$ cat src/rtl/alu_seq_pkg.sv
// Shared definitions for the sequential bit-sliced ALU: op codes and FSM states.
package alu_seq_pkg;

  localparam logic [1:0] OP_LUT = 2'd0;
  localparam logic [1:0] OP_ADD = 2'd1;
  localparam logic [1:0] OP_SUB = 2'd2;
  localparam logic [1:0] OP_INC = 2'd3;

  typedef enum logic [1:0] {
    IDLE = 2'd0,
    RUN  = 2'd1,
    DONE = 2'd2
  } state_e;

endpackage

$ cat src/rtl/alu_slice.sv
// Combinational SLICE-bit ALU slice: ripple adder for ADD/SUB/INC, per-bit
// truth-table lookup for LUT. c_msb_in exposes the carry into the slice MSB
// so the caller can derive signed overflow on the top slice.
module alu_slice
  import alu_seq_pkg::*;
#(
  parameter int SLICE = 4
) (
  input  logic [SLICE-1:0] a,
  input  logic [SLICE-1:0] b,
  input  logic [1:0]       op,
  input  logic [3:0]       lut,
  input  logic             cin,
  output logic [SLICE-1:0] y,
  output logic             cout,
  output logic             c_msb_in
);

  logic [SLICE-1:0] b_eff;
  logic             c;

  // Ripple through the slice, or look each bit up when op is LUT
  always_comb begin
    y        = '0;
    cout     = 1'b0;
    c_msb_in = 1'b0;
    c        = cin;
    b_eff    = b;
    if (op == OP_SUB) begin
      b_eff = ~b;
    end else if (op == OP_INC) begin
      b_eff = '0;
    end
    if (op == OP_LUT) begin
      // No carry chain at all: the carry register stays cleared for LUT ops
      for (int i = 0; i < SLICE; i++) begin
        y[i] = lut[{a[i], b[i]}];
      end
    end else begin
      for (int i = 0; i < SLICE; i++) begin
        if (i == SLICE - 1) begin
          c_msb_in = c;
        end
        y[i] = a[i] ^ b_eff[i] ^ c;
        c    = (a[i] & b_eff[i]) | (c & (a[i] ^ b_eff[i]));
      end
      cout = c;
    end
  end

endmodule

$ cat src/rtl/alu_seq_slice.sv
// Multi-cycle bit-sliced ALU: one SLICE-bit slice per clock with the carry
// held between slices; valid/ready handshakes on operands and result.
module alu_seq_slice
  import alu_seq_pkg::*;
#(
  parameter int WIDTH = 16,
  parameter int SLICE = 4
) (
  input  logic             clk,
  input  logic             rst,
  input  logic             in_valid,
  output logic             in_ready,
  input  logic [WIDTH-1:0] in_a,
  input  logic [WIDTH-1:0] in_b,
  input  logic [1:0]       in_op,
  input  logic [3:0]       in_lut,
  output logic             out_valid,
  input  logic             out_ready,
  output logic [WIDTH-1:0] out_y,
  output logic             out_c,
  output logic             out_v,
  output logic             out_z
);

  localparam int NSLICE = WIDTH / SLICE;
  localparam int CNT_W  = (NSLICE > 1) ? $clog2(NSLICE) : 1;
  localparam logic [CNT_W-1:0] LAST_CNT = CNT_W'(NSLICE - 1);

  state_e           state_q, state_d;
  logic [CNT_W-1:0] cnt_q;
  logic             carry_q;
  logic [WIDTH-1:0] a_q, b_q, y_q;
  logic [1:0]       op_q;
  logic [3:0]       lut_q;
  logic             c_q, v_q;

  logic [SLICE-1:0] s_y;
  logic             s_cout, s_cmsb;
  logic             last_slice;

  assign last_slice = (cnt_q == LAST_CNT);

  // A single slice is time-shared; cnt selects which operand bits feed it
  alu_slice #(.SLICE(SLICE)) u_slice (
    .a        (a_q[cnt_q*SLICE +: SLICE]),
    .b        (b_q[cnt_q*SLICE +: SLICE]),
    .op       (op_q),
    .lut      (lut_q),
    .cin      (carry_q),
    .y        (s_y),
    .cout     (s_cout),
    .c_msb_in (s_cmsb)
  );

  // State register
  always_ff @(posedge clk) begin
    if (rst) begin
      state_q <= IDLE;
    end else begin
      state_q <= state_d;
    end
  end

  // Next-state and handshake decode; handshakes depend on state only
  always_comb begin
    state_d   = state_q;
    in_ready  = 1'b0;
    out_valid = 1'b0;
    case (state_q)
      IDLE: begin
        in_ready = 1'b1;
        if (in_valid) state_d = RUN;
      end
      RUN: begin
        if (last_slice) state_d = DONE;
      end
      DONE: begin
        out_valid = 1'b1;
        if (out_ready) state_d = IDLE;
      end
      default: state_d = IDLE;
    endcase
  end

  // Operand capture, per-slice result write-back and flag latching
  always_ff @(posedge clk) begin
    if (rst) begin
      cnt_q   <= '0;
      carry_q <= 1'b0;
      a_q     <= '0;
      b_q     <= '0;
      op_q    <= OP_LUT;
      lut_q   <= '0;
      y_q     <= '0;
      c_q     <= 1'b0;
      v_q     <= 1'b0;
    end else if (state_q == IDLE) begin
      if (in_valid) begin
        a_q     <= in_a;
        b_q     <= in_b;
        op_q    <= in_op;
        lut_q   <= in_lut;
        cnt_q   <= '0;
        // SUB adds ~b + 1, INC adds 0 + 1: the +1 enters as the initial carry
        carry_q <= (in_op == OP_SUB) || (in_op == OP_INC);
      end
    end else if (state_q == RUN) begin
      y_q[cnt_q*SLICE +: SLICE] <= s_y;
      carry_q <= s_cout;
      if (last_slice) begin
        c_q <= s_cout;
        v_q <= s_cmsb ^ s_cout;
      end else begin
        cnt_q <= cnt_q + 1'b1;
      end
    end
  end

  assign out_y = y_q;
  assign out_c = c_q;
  assign out_v = v_q;
  // Zero flag only reflects a finished result
  assign out_z = (state_q == DONE) && (y_q == '0);

endmodule

$ cat config.mk
export PLATFORM = sky130hd
export DESIGN_NAME = alu_seq_slice
export DESIGN_NICKNAME = d
export VERILOG_FILES = /design/src/rtl/alu_seq_pkg.sv /design/src/rtl/alu_slice.sv /design/src/rtl/alu_seq_slice.sv
export SDC_FILE = /design/constraint.sdc
export NUM_CORES = 1
export LEC_CHECK = 0
export CAP_MARGIN = 20
export CORE_UTILIZATION = 55
export CTS_CLUSTER_SIZE = 40
export DETAILED_ROUTE_END_ITERATION = 8
export GPL_TIMING_DRIVEN = 0
export MAX_ROUTING_LAYER = met4
export PLACE_DENSITY = 0.87
export REMOVE_ABC_BUFFERS = 1
export SLEW_MARGIN = 20
export SYNTH_ARGS = -nofsm -noshare
export SYNTH_HDL_FRONTEND = slang
export SYNTH_SLANG_ARGS = --single-unit
$ cat constraint.sdc
create_clock -name clk -period 5 [get_ports clk]
set_input_delay 1 -clock clk [delete_from_list [all_inputs] [get_ports clk]]
set_output_delay 1 -clock clk [all_outputs]
set_load 0.01 [all_outputs]
Word-level counts from Yosys, hierarchy flattened
Index checks and enable logic that the tools add are counted.
{"block": "word_totals", "ff_bits": 61, "input_bits": 42, "out_inout_bits": 21, "word_cells": 93}
{"block": "op_classes", "add_sub_neg": 2, "n_lt_le_gt_ge": 4, "n_eq_ne": 11, "shifts": 4, "n_mux": 27, "bitwise_logic": 23, "reduce_logical": 12}
{"operator": "4-bit negation with 34-bit output", "n": 1}
{"operator": "4-bit by 34-bit variable shift with 16-bit output (first input constant)", "n": 1}
{"operator": "4-bit by 34-bit indexed part select with 16-bit output", "n": 1}
{"operator": "16-bit by 5-bit indexed part select with 4-bit output", "n": 2}
{"operator": "16-bit bitwise mux", "n": 1}
{"operator": "16-bit logical NOT", "n": 1}
{"operator": "2-bit two-way mux", "n": 7}
{"operator": "2-bit equality test (second input constant)", "n": 6}
{"operator": "2-bit by 3-bit less-than comparator with 1-bit output (second input constant)", "n": 4}
{"operator": "4-bit two-way mux", "n": 3}
{"operator": "1-bit two-way mux", "n": 11}
{"operator": "3-bit AND reduction", "n": 3}
{"operator": "1-bit bitwise XOR", "n": 9}
{"operator": "1-bit AND", "n": 8}
{"operator": "1-bit binary-select mux with 2-bit select", "n": 4}
{"operator": "2-bit != test (second input constant)", "n": 3}
{"operator": "2-bit one-hot mux with 3 select lines", "n": 1}
{"operator": "2-bit AND reduction", "n": 3}
{"operator": "2-bit logical NOT", "n": 2}
{"operator": "4-bit inverter", "n": 1}
{"operator": "1-bit OR", "n": 4}
{"operator": "2-bit by 1-bit adder with 2-bit output (second input constant)", "n": 1}
{"operator": "2-bit by 1-bit equality test with 1-bit output (second input constant)", "n": 1}
{"operator": "2-bit by 1-bit != test with 1-bit output (second input constant)", "n": 1}
{"operator": "other kinds (4)", "n": 4}

Depth between registers and ports, before layout
{"block": "logic_depth", "depth_word": 15, "ltp_mapped": 12, "ltp_nobuf": 11}

Hierarchy
Synthesis repeated with hierarchy kept, for this count alone.
{"block": "unflattened", "cells_unflattened": 318, "area_unflattened_um2": 2862.7}
{"mod": "alu_seq_slice", "n_inst": 1, "cells_per_inst": 288, "area_each_um2": 2548.7, "seq_area_each_um2": 1221.2}
{"mod": "alu_slice", "n_inst": 1, "cells_per_inst": 30, "area_each_um2": 314.1, "seq_area_each_um2": 0.0}

Worst setup path after synthesis
OpenSTA, ideal clock, no wires.
{"block": "synth_timing", "path_kind": "flip-flop to flip-flop", "from": "reg cnt_q[0]", "to": "reg y_q[11], in the netlist out_y[11]", "setup_time_ps": 95, "arrival_time_ps": 3160, "setup_slack_ps": 1744, "stages_incl_launch_ff": 11, "n_path_buf": 0, "period_less_slack_ps": 3256, "path_cell_list": "dfxtp_1 -> mux4_1 -> mux2i_1 -> fa_1 -> fa_1 -> inv_1 -> fa_1 -> fa_1 -> nor2_1 -> a21oi_1 -> a221oi_1"}
{"block": "synth_via", "elab_chain_len": 14}
{"element": "start, declared", "line_no": "alu_seq_slice.sv:30", "text": "logic [CNT_W-1:0] cnt_q;"}
{"element": "start signal, assigned", "line_no": "alu_seq_slice.sv:114", "text": "cnt_q <= cnt_q + 1'b1;"}
{"element": "16-bit by 5-bit indexed part select with 4-bit output", "line_no": "alu_seq_slice.sv:46", "text": ".b (b_q[cnt_q*SLICE +: SLICE]),"}
{"element": "4-bit two-way mux / 4-bit inverter (equally long branches)", "line_no": "alu_slice.sv:31, alu_slice.sv:30"}
{"element": "4-bit two-way mux", "line_no": "alu_slice.sv:29", "text": "if (op == OP_SUB) begin"}
{"element": "1-bit bitwise XOR", "line_no": "alu_slice.sv:44, alu_slice.sv:45"}
{"element": "1-bit AND", "line_no": "alu_slice.sv:45", "text": "c = (a[i] & b_eff[i]) | (c & (a[i] ^ b_eff[i]));"}
{"element": "1-bit OR", "line_no": "alu_slice.sv:45"}
{"element": "1-bit AND", "line_no": "alu_slice.sv:45"}
{"element": "1-bit OR", "line_no": "alu_slice.sv:45"}
{"element": "1-bit AND", "line_no": "alu_slice.sv:45"}
{"element": "1-bit OR", "line_no": "alu_slice.sv:45"}
{"element": "1-bit bitwise XOR", "line_no": "alu_slice.sv:44", "text": "y[i] = a[i] ^ b_eff[i] ^ c;"}
{"element": "4-bit two-way mux", "line_no": "alu_slice.sv:34", "text": "if (op == OP_LUT) begin"}
{"element": "4-bit by 34-bit indexed part select with 16-bit output", "line_no": "alu_seq_slice.sv:108", "text": "y_q[cnt_q*SLICE +: SLICE] <= s_y;"}
{"element": "16-bit bitwise mux *", "line_no": "alu_seq_slice.sv:108"}
{"element": "end signal, assigned by index", "line_no": "alu_seq_slice.sv:108"}
{"element": "end, declared", "line_no": "alu_seq_slice.sv:32", "text": "logic [WIDTH-1:0] a_q, b_q, y_q;"}
Mark *: on every way between the ends. The rest lies on a longest branch, timed or not. The select of a mux whose other input is x is not followed.
A chain may end at the register's enable or synchronous reset.

Worst setup path after layout
Ends and elaborated chain as after synthesis.

==> key figures <==
Floorplanning
  • Core Region: 0.005172 sq mm
  • IO Pins: between 60 and 70
  • Initial Utilization: 0.5793
  • Die height: about 76 microns
  • Die width: around 76 microns
  • Die footprint: between 0.005 and 0.006 sq mm
  • Num rows: 26

STA
  • Final Setup Violations: 0
  • Slew margin rel.: 0.4862
  • Fin crit share: 0.8072
  • Setup Skew: 0.005849 ns
  • Final hold vios: 0
  • Fmax: 247.8 MHz
  • Minimum clock period: just over 4 ns
  • Final WS setup: 0.9642 ns
  • Measured slew at the worst slew-check pin: 0.7696 ns
  • RSZ-0062 raised after global routing: no
  • Count of final max-slew check failures: 0

Worst setup path
  • Worst path slowest cell: dfxtp_1
  • Critical Path End Type: register
  • Worst setup SP type: register
  • CP max stage delay: 0.82 ns
  • Critical Path, Cell by Cell: mux4_1, mux2i_1, fa_1, fa_1, inv_1, fa_1, fa_1, nor2_1, a21oi_1, a221oi_1
  • WS Path Type: register to register
  • Worst Path Arrival: between 4 and 5 ns
  • Worst Path Max Fanout: 16
  • Worst Path Required: 5.26 ns
  • Most used cell, CP: fa_1

Drt
  • Vias per std cell: around 5.7
  • Vias: 2746
  • Avg WL per Cell: roughly 15 microns
  • 1st-iter DRT viols: 159
  • Routed wire length: 6984 microns
  • Post-route ant nets: 0
  • Residual DRC: 0
  • 1st-pass router iterations: 4

Cells and area
  • Sequential Area: 0.001221 sq mm
  • Fin nets: 456
  • Layout cells sized above 1: 0.09291
  • Inserted Diodes: 0
  • FILL cells: 381
  • Area Growth Syn to Fin: 28.10%
  • Area of the multi-input gates: 0.001658 sq mm
  • Design Area, Final: 0.003839 sq mm

Pwr
  • Final Total Pwr: 1.137 mW
  • Sequential power share: 0.463
  • Switching power: 0.3027 mW
  • Cell leakage power: 1.362 nW
  • Combinational Power Share: 0.159
  • VDD IR-drop max: 0.1780 mV
  • Clock power frac: 0.379
  • Internal: around 0.83 mW
  • Net Sw Frac: 0.2662
  • Pwr/cell area: 296.2 mW/mm^2

CTS
  • Clock latency on the worst-skew pair: 0.35 ns
  • Setup bufs post-CTS: 0
  • Htree depth: 3
  • Post-cts hold buffer count: 0
  • CTS Sinks: between 60 and 70
  • Clk slew on worst S/H paths: ~0.07 ns
  • Post-cts sizing count: 0
  • TritonCTS clock tree: done
  • CTS buffer count: 9
  • Clock buffer depth: 2
  • CTS root buf: clkbuf_8

Placed design
  • RD Place Congestion: 0.8574
  • Pre-CTS setup slack: 1.011 ns
  • Port Buffers: 62
  • Hpwl dp: 4920 microns
  • Post-place instance area: 0.003645 sq mm

Logic synthesis
  • Most common cell in the netlist: nand2_1
  • Syn_area_per_cell: 8.562 sq um
  • EDFF count, synth: 0
  • Synth unique cells: 38
  • Post-synthesis sequential area ratio: 0.4075
  • Synth top area cells: dfxtp_1, nand2_1, a21oi_1
  • Asr flop ratio synth: 0
  • Share of the synthesized area in the top cell type: 0.4075
  • Post-Syn Area: 0.002997 sq mm
  • Synth warn: 0
  • Flops & latches, synth: between 60 and 70
  • Top cells by count, synth: nand2_1, dfxtp_1, a21oi_1
  • Leading area contributor after synthesis: dfxtp_1
  • Top FF cell, synth: dfxtp_1
  • Mapped Cells: 350

GRT
  • Vias in the first global route: about 2.5k
  • Initial antenna violation count: 0
  • Congestion Overflow GR: 0
  • Gr usage total: 0.2761
  • First-pass GRT wire length: approximately 11000 microns
  • Largest net degree at the start of global routing: 39

Run status
  • Status: completed

Min path
  • Tightest Hold Check Type: register to register

Run
  • Max Cap Viol: 0
[final timing paths]
path         depth (start not counted)                   from  slack [ns]                     end
min reg2reg                          2   b_q[13]$_SDFFE_PP0P_        0.46    b_q[13]$_SDFFE_PP0P_
max reg2reg                         10  cnt_q[0]$_SDFFE_PP0P_        0.96  out_y[11]$_SDFFE_PP0P_
min                                  2   b_q[13]$_SDFFE_PP0P_        0.46    b_q[13]$_SDFFE_PP0P_
max                                 10  cnt_q[0]$_SDFFE_PP0P_        0.96  out_y[11]$_SDFFE_PP0P_
[placed cells by master (no fill, tap or decap), types with 6 or more instances in the layout]
cell type,n
clkdlybuf4s50_1,61
ha_1,6
nand2_1,99
a22oi_1,7
a21oi_1,55
dfxtp_1,61
a221oi_1,12
mux2i_1,7
nor2_1,21
inv_1,6
clkbuf_8,10
[stage by stage]
stage | utilization | hold WS (ns) | setup TNS [ns] | std cells
detailed placement | 0.7046 | 0.4427 | 0 | 463
global placement | 0.6964 | 0.4374 | -1.472 | 460
floorplan | - | 0.4255 | 0 | 328
global route | 0.7421 | 0.4819 | 0 | 479
finish | 0.7421 | 0.4569 | 0 | 479
CTS | 0.7417 | 0.4556 | 0 | 479
[per-layer routing]
metal | routed length, microns | track usage | vias up
li1 | - | - | 1338
met1 | 2880 | 0.3133 | 1280
met2 | 3549 | 0.4690 | 109
met3 | 375 | 0.04365 | 19
met4 | 179 | 0.1420 | 0
met5 | 0 | - | -
[flip-flops by register name, summed over array words and instances, names as in the netlist]
name and cells:
a_q 16, b_q 16, out_y 16, lut_q 4, cnt_q 2, op_q 2
state_q 2, carry_q 1, out_c 1, out_v 1
[worst max-delay path, delay by kind of cell (launching register included)]
kind / cells / cell delay, ns
buffers and inverters: 1 / 0.08
AOI/OAI and AO/OA: 2 / 0.35
DFF: 1 / 0.82
adders and majority gates: 4 / 1.44
and+or+nand+nor: 1 / 0.29
muxes: 2 / 0.95
[power groups by stage]
stage / combinational, mW / sequential, mW / clock [mW]
after floorplan: 0.104 / 0.531 / 0
after global placement: 0.171 / 0.535 / 0
after detailed placement: 0.178 / 0.536 / 0
after CTS: 0.180 / 0.526 / 0.431
after global routing: 0.197 / 0.529 / 0.452
final: 0.180 / 0.526 / 0.431
[cell families after synthesis]
logic type | count (synthesis) | share of synthesized area
buffers and inverters | 28 | 0.04175
XOR/XNOR | 1 | 0.002923
flip-flops | 61 | 0.4075
multiplexers | 21 | 0.1136
AND/OR/NAND/NOR | 144 | 0.2013
AO/OA/AOI/OAI | 85 | 0.1812
adder cells (fa/ha/maj) | 10 | 0.05177
[layout make-up]
cell class                 instances  area share
clock buffer                      11     0.03683
sequential                        61      0.3181
tap                               70     0.02282
inverter                           6    0.005867
clock inverter                     5     0.01304
timing repair buffer              65      0.1714
multi-input combinational        261      0.4319
Power figures use the tool's default switching activity.
